File: config.mk
export PLATFORM = sky130hd
export DESIGN_NAME = decodificador_teclado_param
export DESIGN_NICKNAME = d
export VERILOG_FILES = /design/src/rtl/decodificador_teclado_param.sv
export SDC_FILE = /design/constraint.sdc
export NUM_CORES = 1
export LEC_CHECK = 0
export CAP_MARGIN = 20
export CORE_AREA = 4 4 253 131
export CTS_BUF_LIST = sky130_fd_sc_hd__clkbuf_8
export CTS_CLUSTER_DIAMETER = 30
export CTS_CLUSTER_SIZE = 16
export DETAILED_ROUTE_END_ITERATION = 8
export DIE_AREA = 0 0 257 135
export GPL_TIMING_DRIVEN = 0
export PLACE_DENSITY = 0.62
export SYNTH_ARGS = -nofsm -noshare
export SYNTH_HDL_FRONTEND = slang
export SYNTH_SLANG_ARGS = --single-unit
File: constraint.sdc
create_clock -name clk -period 8.3 [get_ports clk]
set_input_delay 2.49 -clock clk [delete_from_list [all_inputs] [get_ports clk]]
set_output_delay 2.49 -clock clk [all_outputs]
set_load 0.02 [all_outputs]
File: src/rtl/decodificador_teclado_param.sv
`timescale 1ns/1ps
// Purpose: scans an active-low key matrix, debounces press and release, decodes keys
//          and accumulates digits into a PIN buffer; emits submit/cancel/timeout messages.
// Latency: key detected in SCAN at cycle D gives APPLY at D+T_DEB and EMIT at D+T_DEB+1.
// Backpressure: none; tecla_valid/digitos_valid are single-cycle pulses the consumer must take.
// Ports: clk/rst (async active-high), enable (sync idle-and-clear), col_matriz (column sense),
//        lin_matriz (one-cold row drive), tecla_value/tecla_valid (accepted key),
//        digitos_value/digitos_valid (live buffer or message), contagem, overflow.
module decodificador_teclado_param #(
  parameter int N_LIN     = 4,
  parameter int N_COL     = 4,
  parameter int N_DIG     = 20,
  parameter int T_DEB     = 50,
  parameter int T_TIMEOUT = 5000,
  parameter int SCAN_DIV  = 1
) (
  input  logic                       clk,
  input  logic                       rst,
  input  logic                       enable,
  input  logic [N_COL-1:0]           col_matriz,
  output logic [N_LIN-1:0]           lin_matriz,
  output logic [3:0]                 tecla_value,
  output logic                       tecla_valid,
  output logic [4*N_DIG-1:0]         digitos_value,
  output logic                       digitos_valid,
  output logic [$clog2(N_DIG+1)-1:0] contagem,
  output logic                       overflow
);

  localparam int RW  = $clog2(N_LIN);
  localparam int CIW = $clog2(N_COL);
  localparam int CW  = $clog2(N_DIG+1);
  localparam int DW  = $clog2(T_DEB+1);
  localparam int TW  = $clog2(T_TIMEOUT+1);
  localparam int SW  = $clog2(SCAN_DIV+1);

  localparam logic [DW-1:0]      DEB_LAST = DW'(T_DEB);
  localparam logic [TW-1:0]      TMO_MAX  = TW'(T_TIMEOUT);
  localparam logic [SW-1:0]      DIV_LAST = SW'(SCAN_DIV-1);
  localparam logic [RW-1:0]      ROW_LAST = RW'(N_LIN-1);
  localparam logic [CW-1:0]      CNT_FULL = CW'(N_DIG);
  localparam logic [4*N_DIG-1:0] ALL_F    = {N_DIG{4'hF}};
  localparam logic [4*N_DIG-1:0] ALL_B    = {N_DIG{4'hB}};
  localparam logic [4*N_DIG-1:0] ALL_E    = {N_DIG{4'hE}};

  typedef enum logic [2:0] {S_IDLE, S_SCAN, S_DEB, S_APPLY, S_EMIT, S_REL} state_t;

  state_t               state_q, state_d;
  logic [RW-1:0]        row_q, row_d, row_nxt;
  logic [SW-1:0]        div_q, div_d;
  logic [CIW-1:0]       col_q, col_d;
  logic [DW-1:0]        deb_q, deb_d;
  logic [TW-1:0]        tmo_q, tmo_d;
  logic [4*N_DIG-1:0]   buf_q, buf_d;
  logic [4*N_DIG-1:0]   msg_q, msg_d;
  logic [CW-1:0]        cnt_q, cnt_d;
  logic                 ovf_q, ovf_d;
  logic [3:0]           key_q, key_d;
  logic                 ret_q, ret_d;   // EMIT came from a timeout: resume SCAN, skip RELEASE
  logic                 low_seen, low_multi, one_low, col_match;
  logic [CIW-1:0]       low_idx;

  function automatic logic [3:0] decode(input logic [RW-1:0] r, input logic [CIW-1:0] c);
    int ri;
    int ci;
    ri = int'(r);
    ci = int'(c);
    if (ri >= 4)       decode = 4'hF;
    else if (ci == 3)  decode = (ri == 0) ? 4'hC : (ri == 1) ? 4'hD : 4'hF;
    else if (ri == 3)  decode = (ci == 0) ? 4'hA : (ci == 1) ? 4'h0 : 4'hB;
    else               decode = 4'(ri * 3 + ci + 1);
  endfunction

  // State and datapath registers
  always_ff @(posedge clk or posedge rst) begin
    if (rst) begin
      state_q <= S_IDLE;
      row_q   <= '0;
      div_q   <= '0;
      col_q   <= '0;
      deb_q   <= '0;
      tmo_q   <= '0;
      buf_q   <= ALL_F;
      msg_q   <= ALL_F;
      cnt_q   <= '0;
      ovf_q   <= 1'b0;
      key_q   <= 4'hF;
      ret_q   <= 1'b0;
    end else begin
      state_q <= state_d;
      row_q   <= row_d;
      div_q   <= div_d;
      col_q   <= col_d;
      deb_q   <= deb_d;
      tmo_q   <= tmo_d;
      buf_q   <= buf_d;
      msg_q   <= msg_d;
      cnt_q   <= cnt_d;
      ovf_q   <= ovf_d;
      key_q   <= key_d;
      ret_q   <= ret_d;
    end
  end

  // Next state and datapath
  always_comb begin
    state_d = state_q;
    row_d   = row_q;
    div_d   = div_q;
    col_d   = col_q;
    deb_d   = deb_q;
    tmo_d   = tmo_q;
    buf_d   = buf_q;
    msg_d   = msg_q;
    cnt_d   = cnt_q;
    ovf_d   = ovf_q;
    key_d   = key_q;
    ret_d   = ret_q;

    // A valid press is exactly one low column; comparing the index is
    // equivalent to comparing against the latched column vector.
    low_seen  = 1'b0;
    low_multi = 1'b0;
    low_idx   = '0;
    for (int c = 0; c < N_COL; c++) begin
      if (!col_matriz[c]) begin
        low_multi = low_multi | low_seen;
        low_seen  = 1'b1;
        low_idx   = CIW'(c);
      end
    end
    one_low   = low_seen & ~low_multi;
    col_match = one_low && (low_idx == col_q);
    row_nxt   = (row_q == ROW_LAST) ? '0 : row_q + 1'b1;

    // Inactivity timer saturates so a timeout reached in DEBOUNCE/RELEASE
    // is still pending when SCAN is re-entered.
    if (state_q == S_SCAN || state_q == S_DEB || state_q == S_REL) begin
      if (cnt_q == '0)           tmo_d = '0;
      else if (tmo_q != TMO_MAX) tmo_d = tmo_q + 1'b1;
    end

    case (state_q)
      S_IDLE: begin
        buf_d = ALL_F;
        cnt_d = '0;
        ovf_d = 1'b0;
        tmo_d = '0;
        if (enable) begin
          state_d = S_SCAN;
          row_d   = '0;
          div_d   = '0;
        end
      end
      S_SCAN: begin
        if (tmo_q == TMO_MAX) begin
          state_d = S_EMIT;
          msg_d   = ALL_E;
          ret_d   = 1'b1;
        end else if (one_low) begin
          col_d = low_idx;
          if (DEB_LAST <= DW'(1)) begin
            state_d = S_APPLY;
            key_d   = decode(row_q, low_idx);
          end else begin
            state_d = S_DEB;
            deb_d   = DW'(1);
          end
        end else if (div_q == DIV_LAST) begin
          row_d = row_nxt;
          div_d = '0;
        end else begin
          div_d = div_q + 1'b1;
        end
      end
      S_DEB: begin
        if (col_match) begin
          if (deb_q + 1'b1 == DEB_LAST) begin
            state_d = S_APPLY;
            key_d   = decode(row_q, col_q);
          end else begin
            deb_d = deb_q + 1'b1;
          end
        end else begin
          state_d = S_SCAN;
          row_d   = row_nxt;
          div_d   = '0;
        end
      end
      S_APPLY: begin
        tmo_d   = '0;
        deb_d   = '0;
        state_d = S_REL;
        ret_d   = 1'b0;
        if (key_q <= 4'h9) begin
          if (cnt_q < CNT_FULL) begin
            buf_d      = buf_q << 4;
            buf_d[3:0] = key_q;
            cnt_d      = cnt_q + 1'b1;
          end else begin
            ovf_d = 1'b1;
          end
        end else if (key_q == 4'hC) begin
          ovf_d = 1'b0;
          if (cnt_q != '0) begin
            buf_d                 = buf_q >> 4;
            buf_d[4*N_DIG-1 -: 4] = 4'hF;
            cnt_d                 = cnt_q - 1'b1;
          end
        end else if (key_q == 4'hD) begin
          buf_d = ALL_F;
          cnt_d = '0;
          ovf_d = 1'b0;
        end else if (key_q == 4'hA) begin
          state_d = S_EMIT;
          msg_d   = buf_q;
        end else if (key_q == 4'hB) begin
          state_d = S_EMIT;
          msg_d   = ALL_B;
        end
      end
      S_EMIT: begin
        buf_d = ALL_F;
        cnt_d = '0;
        ovf_d = 1'b0;
        tmo_d = '0;
        deb_d = '0;
        div_d = '0;
        state_d = ret_q ? S_SCAN : S_REL;
      end
      S_REL: begin
        if (&col_matriz) begin
          if (deb_q + 1'b1 == DEB_LAST) begin
            state_d = S_SCAN;
            row_d   = row_nxt;
            div_d   = '0;
          end else begin
            deb_d = deb_q + 1'b1;
          end
        end else begin
          deb_d = '0;
        end
      end
      default: state_d = S_IDLE;
    endcase

    if (!enable) begin
      state_d = S_IDLE;
      buf_d   = ALL_F;
      cnt_d   = '0;
      ovf_d   = 1'b0;
      tmo_d   = '0;
    end
  end

  // Moore output decode
  always_comb begin
    for (int r = 0; r < N_LIN; r++) begin
      lin_matriz[r] = !((state_q != S_IDLE) && (row_q == RW'(r)));
    end
    tecla_valid   = (state_q == S_APPLY);
    tecla_value   = key_q;
    digitos_valid = (state_q == S_EMIT);
    digitos_value = (state_q == S_EMIT) ? msg_q : buf_q;
    contagem      = cnt_q;
    overflow      = ovf_q;
  end

endmodule

==> results of run 1 <==
[per-stage QoR]
step	TNS, ns	area (sq um)	utilization [%]	power (mW)
after floorplan	0	10400	-	1.24
after detailed placement	0	12000	38.5	1.35
after global routing	0	12400	39.8	2.10
after global placement	-96.16	11900	38.3	1.34
after CTS	0	12400	39.8	2.02
final	0	12400	39.8	2.00
[power breakdown]
group / switching (mW) / internal (mW) / total, mW
clock: 0.356 / 0.318 / 0.673
sequential: 0.0295 / 0.989 / 1.02
combinational: 0.184 / 0.125 / 0.309
[layer usage]
layer	vias to the layer above	global-route usage, %	share of wire (%)
met5	-	0	0
met4	0	5.33	1.9
met3	44	4.33	7.2
li1	4063	-	-
met1	4410	29.7	51
met2	327	24.1	40
[cells in the final DEF, fill, tap and decap left out, types with 5 or more instances in the layout]
master	netlist	routed
dfstp_2	164	164
clkdlybuf4s50_1	0	100
o21ai_0	96	96
nor2_1	94	94
nand2_1	84	84
mux2_2	81	81
a31oi_1	80	80
o22ai_1	74	74
clkbuf_1	45	45
o22a_1	40	40
a21oi_1	33	33
dfrtp_1	33	33
buf_2	26	26
inv_1	17	20
clkbuf_8	0	20
nand3_1	14	14
ha_1	13	13
buf_4	12	12
and3_1	10	10
o31ai_1	9	9
nor3_1	8	8
nand4_1	7	7
nor3b_1	6	6
nor2b_1	6	6
and3b_1	5	5
xnor2_1	5	5
[critical path, stage by stage, from the launching register on]
cell and delay, ns:
dfrtp_1 0.37, clkbuf_2 0.16, buf_4 0.19, nor3b_1 0.19
clkbuf_1 0.53, buf_2 0.41, mux2_2 0.42, clkdlybuf4s50_1 0.55
[cell type report]
type / count / area (sq um) / area share, %
inverters: 19 / 78.8 / 0.636
plain buffers: 90 / 433 / 3.50
repair buffers: 101 / 1030 / 8.30
clock inverters: 11 / 134 / 1.08
flip-flops and latches: 197 / 5130 / 41.5
well taps: 432 / 541 / 4.36
clock buffers: 20 / 275 / 2.22
multi-input cells: 728 / 4760 / 38.4
[kinds of logic (layout without fill, tap and decap cells)]
family	Yosys count	count (layout)	synth area share (%)
AOI/OAI and AO/OA	366	366	22.3
and+or+nand+nor	256	256	11.8
DFF	197	197	49.4
buffers and inverters	109	241	4.85
muxes	83	83	9.01
adders and majority gates	15	15	1.95
xor gates and xnor gates	8	8	0.674
[worst min path at each step]
stage,slack [ns],to,start
after global routing,0.50,msg_q[58],msg_q[58]
after detailed placement,0.47,msg_q[22],msg_q[22]
final,0.48,msg_q[78],msg_q[78]
after global placement,0.46,msg_q[22],msg_q[22]
after CTS,0.48,msg_q[22],msg_q[22]
after floorplan,0.45,tmo_q[12],tmo_q[12]
[sequential cells by signal, summed over array words and instances (netlist names)]
register	cells
buf_q	80
col_q	2
contagem	5
deb_q	6
msg_q	80
overflow	1
ret_q	1
row_q	2
state_q	3
tecla_value	4
tmo_q	13
==> flow_summary_export.csv, run 1 <==
group,metric,value,unit
outcome,outcome,"complete, no violations",
yosys,synth.cell_area,10400,sq um
min_path,min_path_type,"reg2reg",
global_route,grt_pass1_wl,50.3,mm
worst_setup_path,crit_fanout,10,
floorplan,dieHeight,135,um
drt,route.detailed.drc,0,
yosys,netlist_instances,1034,
yosys,avgSynthCellArea,10.1,sq um
floorplan,core.rowCount,46,
drt,antenna_left,0,
drt,wl,31.8,mm
floorplan,start_util,33.4,%
global_route,antenna_found_initial,0,
timing,slew_headroom,39.7,%
worst_setup_path,reg2reg_to,"contagem[4]",
worst_setup_path,endpoint,"digitos_value[44]",
worst_setup_path,crit_path_start,"state_q[1]",
job,maxCapViolCount,0,
clocking,cts.repair.resized,0,
yosys,synth_seq_area_share,49.4,%
timing,rsz0062_at_grt,"false",
timing,skew,0.0151,ns
timing,post-route-min-period,5.82,ns
floorplan,dieWidth,257,um
final_layout,instances_no_fill,1598,
yosys,synth_cell_types,66,
worst_setup_path,startpoint_type,"flip-flop",
place,placedCellCount,1567,
clocking,clkSlewWorstSetupHoldPaths,0.09,ns
global_route,grt_max_degree,129,
drt,firstDrtPassIters,6,
floorplan,die_area,34700,sq um
place,pre_cts_slack,3.00,ns
worst_setup_path,end_kind,"primary output",
clocking,cts_setup_buffers,0,
power_and_ir_drop,p_leak,4.39,nW
floorplan,core,31100,sq um
yosys,syn-num-nets,1056,
drt,viasPerCell,5.53,
yosys,synth_most_common_cell,"dfstp_2",
clocking,cts_buffer_depth,2,
global_route,grt_pass1_vias,8460,
drt,drtIter0Drc,931,
drt,vias,8844,
final_layout,layout.nets,1176,
yosys,synth.area.top_cells,"dfstp_2 (41%), mux2_2 (8.8%), dfrtp_1 (7.9%)",
clocking,root_buffer,"clkbuf_8",
timing,finalHoldViolCount,0,
yosys,ys.flop_type,"dfstp_2",
yosys,synth_common_cells,"dfstp_2 (164), o21ai_0 (96), nor2_1 (94)",
worst_setup_path,rr_startpoint,"tecla_value[2]",
yosys,synth.largest_area_cell,"dfstp_2",
worst_setup_path,path_class,"reg2out",
timing,worst_slack,2.48,ns
floorplan,io_pins,103,
worst_setup_path,reg2reg_slack,5.61,ns
timing,slew_violations,0,
clocking,cts_max_level,4,
worst_setup_path,required,5.81,ns
timing,timing.final.crit_share,70.1,%
place,io_buffers,100,
yosys,synth_top_area_share,41.4,%
power_and_ir_drop,ir_drop,0.103,mV
place,dpl.hpwl,22.9,mm
place,place.gp.congestion,0.856,
timing,fmax,172,MHz
global_route,grt_use_total,18.5,%
clocking,cts_hold_buf,0,
final_layout,n_antenna_cell,0,
worst_setup_path,ff2ff_path_depth,7,
min_path,min_path_cells,2,
final_layout,layout-drive-gt1-share,28.9,%
global_route,overflow,0,
timing,setup_viol,0,
final_layout,fillers,3026,
yosys,ys_async_sr_fraction,100,%
clocking,cts_sinks,197,
final_layout,area_growth,19.1,%
drt,routedWlPerCell,19.9,um
yosys,yosys_warnings,0,
power_and_ir_drop,cellPowerDensity,162,nW/um^2
timing,tightest_slew,0.901,ns
clocking,cts_tree,"built",
clocking,clk_latency,0.50,ns
timing,whs,0.483,ns
yosys,synth-edff-count,0,
worst_setup_path,critical_path_arrival,3.33,ns
yosys,synth_seq_cells,197,
clocking,cts_buffers,17,
Power figures use the tool's default switching activity.
==> run 2: changes to the inputs <==
clock period = 5.42 ns   (was 8.3 ns; I/O delays follow)
==> run 2 against run 1 <==
Flip-flop and latch count did not move; final area rose by 0.45%; first-iteration DRC count fell by 5.5%; clock-buffer cell count fell by 3; global-route usage fell by 0.26 points; wire length barely moved; critical endpoint unchanged; largest power group unchanged; highest routed layer unchanged.
==> flow_summary_export.csv, run 2 (synthesized netlist as in run 1, its figures left out) <==
group,metric,value,unit
timing,finalHoldViolCount,0,
clocking,cts_sinks,197,
final_layout,most-common-layout-cells,"dfstp_2 (164), clkdlybuf4s50_1 (100), o21ai_0 (96)",
clocking,clkSlewWorstSetupHoldPaths,0.12,ns
timing,skew,0.0132,ns
drt,routedWlPerCell,19.9,um
min_path,whs_endpoint,"msg_q[18]",
global_route,grt_pass1_wl,49.6,mm
worst_setup_path,reg2reg_slack,2.75,ns
drt,vias,8872,
drt,wl,31.9,mm
clocking,root_buffer,"clkbuf_8",
worst_setup_path,startpoint_type,"flip-flop",
timing,slew_violations,0,
timing,slew_headroom,40.8,%
timing,setup_viol,0,
clocking,cts.repair.resized,0,
clocking,cts_hold_buf,0,
worst_setup_path,required,3.79,ns
place,io_buffers,100,
final_layout,area_growth,19.6,%
floorplan,dieWidth,257,um
place,dpl.hpwl,23.4,mm
worst_setup_path,critical_path_arrival,3.37,ns
timing,tightest_slew,0.885,ns
floorplan,die_area,34700,sq um
timing,post-route-min-period,5.00,ns
job,maxCapViolCount,0,
min_path,min_path_cells,2,
final_layout,utilization,40.0,%
floorplan,core,31100,sq um
floorplan,dieHeight,135,um
worst_setup_path,rr_startpoint,"contagem[0]",
clocking,clk_latency,0.51,ns
drt,firstDrtPassIters,5,
worst_setup_path,crit_fanout,10,
final_layout,top_regs,"buf_q (80), msg_q (80), tmo_q (13)",
drt,route.detailed.drc,0,
global_route,grt_use_total,18.2,%
final_layout,fin_area,12400,sq um
clocking,cts_max_level,4,
min_path,min_path_type,"reg2reg",
final_layout,layout.nets,1180,
outcome,outcome,"complete, no violations",
clocking,cts_setup_buffers,0,
floorplan,start_util,33.4,%
timing,rsz0062_at_grt,"false",
timing,fmax,200,MHz
global_route,grt_pass1_vias,8364,
final_layout,n_antenna_cell,0,
global_route,antenna_found_initial,0,
worst_setup_path,ff2ff_path_depth,8,
final_layout,layout-drive-gt1-share,29.5,%
power_and_ir_drop,ir_drop,0.143,mV
clocking,cts_buffers,17,
floorplan,core.rowCount,46,
worst_setup_path,end_kind,"primary output",
min_path,worstHoldStart,"msg_q[18]",
global_route,grt_max_degree,44,
power_and_ir_drop,p_leak,4.40,nW
timing,timing.final.crit_share,92.2,%
worst_setup_path,crit_path_start,"state_q[1]",
floorplan,io_pins,103,
clocking,cts_buffer_depth,2,
drt,drtIter0Drc,880,
final_layout,fillers,3023,
final_layout,final_common_cell,"dfstp_2",
worst_setup_path,reg2reg_to,"buf_q[77]",
clocking,cts_tree,"built",
power_and_ir_drop,cellPowerDensity,245,nW/um^2
global_route,overflow,0,
place,placed_cell_area,12000,sq um
place,place.gp.congestion,0.877,
drt,antenna_left,0,
drt,viasPerCell,5.53,
worst_setup_path,path_class,"reg2out",
## run 2: final cells by class
cell class / instances / area, sq um / share of cell area [%]
sequential: 197 / 5130 / 41.3
multi-input combinational: 728 / 4760 / 38.3
timing repair buffer: 105 / 1100 / 8.85
tap: 432 / 541 / 4.34
buffer: 90 / 433 / 3.48
clock buffer: 17 / 234 / 1.88
clock inverter: 15 / 163 / 1.31
inverter: 19 / 75.1 / 0.603
## run 2: power by group
part | total [mW] | switching [mW] | internal [mW] | leakage [nW]
registers | 1.56 | 0.0453 | 1.52 | 2.15
logic | 0.485 | 0.287 | 0.198 | 2.04
clock network | 1.00 | 0.620 | 0.384 | 0.200
## run 2: worst max-delay path: stages (launching register included)
cell	delay, ns
dfrtp_1	0.37
clkbuf_2	0.16
buf_4	0.19
nor3b_1	0.19
clkbuf_1	0.55
buf_2	0.41
mux2_2	0.42
clkdlybuf4s50_1	0.57
## run 2: per-layer routing
metal | track usage (%) | vias to the layer above | wire length, um
met5 | 0 | - | 0
met4 | 4.63 | 0 | 398
met3 | 4.05 | 33 | 2140
met2 | 25.0 | 327 | 13000
met1 | 28.6 | 4424 | 16300
li1 | - | 4088 | -
## run 2: worst max path at each step
stage          depth (start not counted)           endpoint
5_1_grt                                7  digitos_value[40]
4_1_cts                                7  digitos_value[44]
3_3_place_gp                           2              ret_q
6_report                               7  digitos_value[44]
2_1_floorplan                          1           col_q[0]
3_5_place_dp                           7  digitos_value[44]
## run 2: metrics by stage
step	std cells	TNS, ns	hold slack [ns]	power, mW	setup WS [ns]
floorplan	1034	0	0.448	1.89	1.38
global placement	1566	-12.43	0.462	2.05	-0.408
detailed placement	1571	0	0.469	2.07	1.01
CTS	1603	0	0.485	3.06	0.439
global route	1603	0	0.501	3.18	0.334
finish	1603	0	0.485	3.05	0.424
==> run 3: changes to the inputs <==
clock period = 4.6 ns   (was 5.42 ns; I/O delays follow)
==> run 3 against run 2 <==
Sequential power grew 18%; final area is essentially flat; critical path depth is the same; utilization is essentially flat; non-clock buffer count is the same; wire length grew 0.19%; combinational power grew 18%.
==> flow_summary_export.csv, run 3 (synthesized netlist as in run 1, its figures left out) <==
group,metric,value,unit
global_route,grt_max_degree,44,
final_layout,top_regs,"buf_q (80), msg_q (80), tmo_q (13)",
timing,setup_viol,0,
worst_setup_path,reg2reg_to,"buf_q[77]",
timing,fmax,225,MHz
min_path,whs_endpoint,"msg_q[20]",
drt,viasPerCell,5.54,
floorplan,start_util,33.4,%
worst_setup_path,critical_path_arrival,3.07,ns
power_and_ir_drop,ir_drop,0.169,mV
timing,slew_headroom,43.8,%
clocking,clkSlewWorstSetupHoldPaths,0.11,ns
global_route,grt_pass1_vias,8364,
timing,tightest_slew,0.840,ns
clocking,cts_buffers,17,
power_and_ir_drop,p_sw,1.12,mW
timing,slew_violations,0,
timing,skew,0.0156,ns
power_and_ir_drop,p_leak,4.40,nW
final_layout,n_antenna_cell,0,
power_and_ir_drop,switching_share,31.2,%
floorplan,dieWidth,257,um
worst_setup_path,path_class,"reg2out",
floorplan,core,31100,sq um
clocking,cts_setup_buffers,0,
global_route,grt_use_total,18.2,%
drt,drtIter0Drc,867,
clocking,cts_sinks,197,
power_and_ir_drop,intPower,2.47,mW
place,dpl.hpwl,23.4,mm
timing,post-route-min-period,4.45,ns
clocking,cts_max_level,4,
worst_setup_path,rr_startpoint,"contagem[0]",
final_layout,final_common_cell,"dfstp_2",
global_route,antenna_found_initial,0,
job,maxCapViolCount,0,
floorplan,dieHeight,135,um
final_layout,layout-drive-gt1-share,29.6,%
drt,wl,31.9,mm
worst_setup_path,ff2ff_path_depth,8,
timing,whs,0.484,ns
worst_setup_path,end_kind,"primary output",
min_path,worstHoldStart,"msg_q[20]",
final_layout,layout.nets,1180,
timing,worst_slack,0.148,ns
place,place.gp.congestion,0.877,
drt,route.detailed.drc,0,
clocking,root_buffer,"clkbuf_8",
floorplan,io_pins,103,
place,io_buffers,100,
timing,finalHoldViolCount,0,
final_layout,area_growth,19.6,%
drt,firstDrtPassIters,5,
final_layout,most-common-layout-cells,"dfstp_2 (164), clkdlybuf4s50_1 (100), o21ai_0 (96)",
worst_setup_path,required,3.22,ns
global_route,overflow,0,
worst_setup_path,crit_fanout,10,
min_path,min_path_cells,2,
floorplan,core.rowCount,46,
global_route,grt_pass1_wl,49.6,mm
power_and_ir_drop,cellPowerDensity,289,nW/um^2
min_path,min_path_type,"reg2reg",
clocking,cts_buffer_depth,2,
clocking,clk_latency,0.51,ns
timing,rsz0062_at_grt,"false",
power_and_ir_drop,clock_power_share,32.9,%
power_and_ir_drop,comb_power_share,15.9,%
floorplan,die_area,34700,sq um
drt,routedWlPerCell,19.9,um
drt,vias,8876,
worst_setup_path,reg2reg_slack,1.91,ns
worst_setup_path,startpoint_type,"flip-flop",
timing,timing.final.crit_share,96.8,%
place,pre_cts_slack,0.436,ns
power_and_ir_drop,p_seq_share,51.2,%
clocking,cts_tree,"built",
drt,antenna_left,0,
outcome,outcome,"complete, no violations",
run 3: worst max-delay path, cell delays in order (launching register included):
cell and delay [ns]:
dfrtp_1 0.37, clkbuf_2 0.16, buf_4 0.19, nor3b_1 0.19
clkbuf_2 0.32, buf_2 0.35, mux2_2 0.41, clkdlybuf4s50_1 0.58
run 3: area by class of cell:
cell class | instances | area [sq um]
Fill cell | 3022 | 18700
Sequential cell | 197 | 5130
Multi-Input combinational cell | 728 | 4760
Timing Repair Buffer | 105 | 1100
Tap cell | 432 | 541
Buffer | 90 | 434
Clock buffer | 17 | 234
Clock inverter | 15 | 163
Inverter | 19 | 75.1
run 3: stage by stage:
stage | setup TNS, ns | instances | utilization (%) | cell area, sq um | power (mW)
final | 0 | 1603 | 40.0 | 12400 | 3.59
after global routing | 0 | 1603 | 40.0 | 12400 | 3.75
after CTS | 0 | 1603 | 40.0 | 12400 | 3.60
after detailed placement | 0 | 1571 | 38.7 | 12000 | 2.44
after global placement | -33.08 | 1566 | 38.4 | 11900 | 2.41
after floorplan | 0 | 1034 | - | 10400 | 2.23
run 3: timing repair:
action                                  4_1_cts  5_1_grt
endpoints found under the setup margin       79        0
hold buffers                                  0        0
resized for setup                             1        0
run 3: layer usage:
layer	vias up	routed length, um	global-route usage [%]
li1	4083	-	-
met1	4441	16400	28.6
met5	-	0	0
met4	0	403	4.63
met2	323	13000	25.0
met3	29	2150	4.05
run 3: power groups by stage:
stage | sequential (mW) | combinational [mW] | clock [mW]
6_report | 1.84 | 0.572 | 1.18
5_1_grt | 1.85 | 0.632 | 1.27
4_1_cts | 1.84 | 0.572 | 1.19
3_5_place_dp | 1.87 | 0.570 | 0
3_3_place_gp | 1.86 | 0.548 | 0
2_1_floorplan | 1.85 | 0.380 | 0
run 3: worst max-delay path by stage:
stage / start / to / slack [ns] / depth (start not counted)
after floorplan: rst / col_q[0] / 0.81 / 1
after global placement: rst / ret_q / -0.98 / 2
after detailed placement: state_q[1] / digitos_value[44] / 0.44 / 7
after CTS: state_q[1] / digitos_value[44] / 0.12 / 7
after global routing: state_q[1] / digitos_value[40] / 0.02 / 7
final: state_q[1] / digitos_value[44] / 0.15 / 7
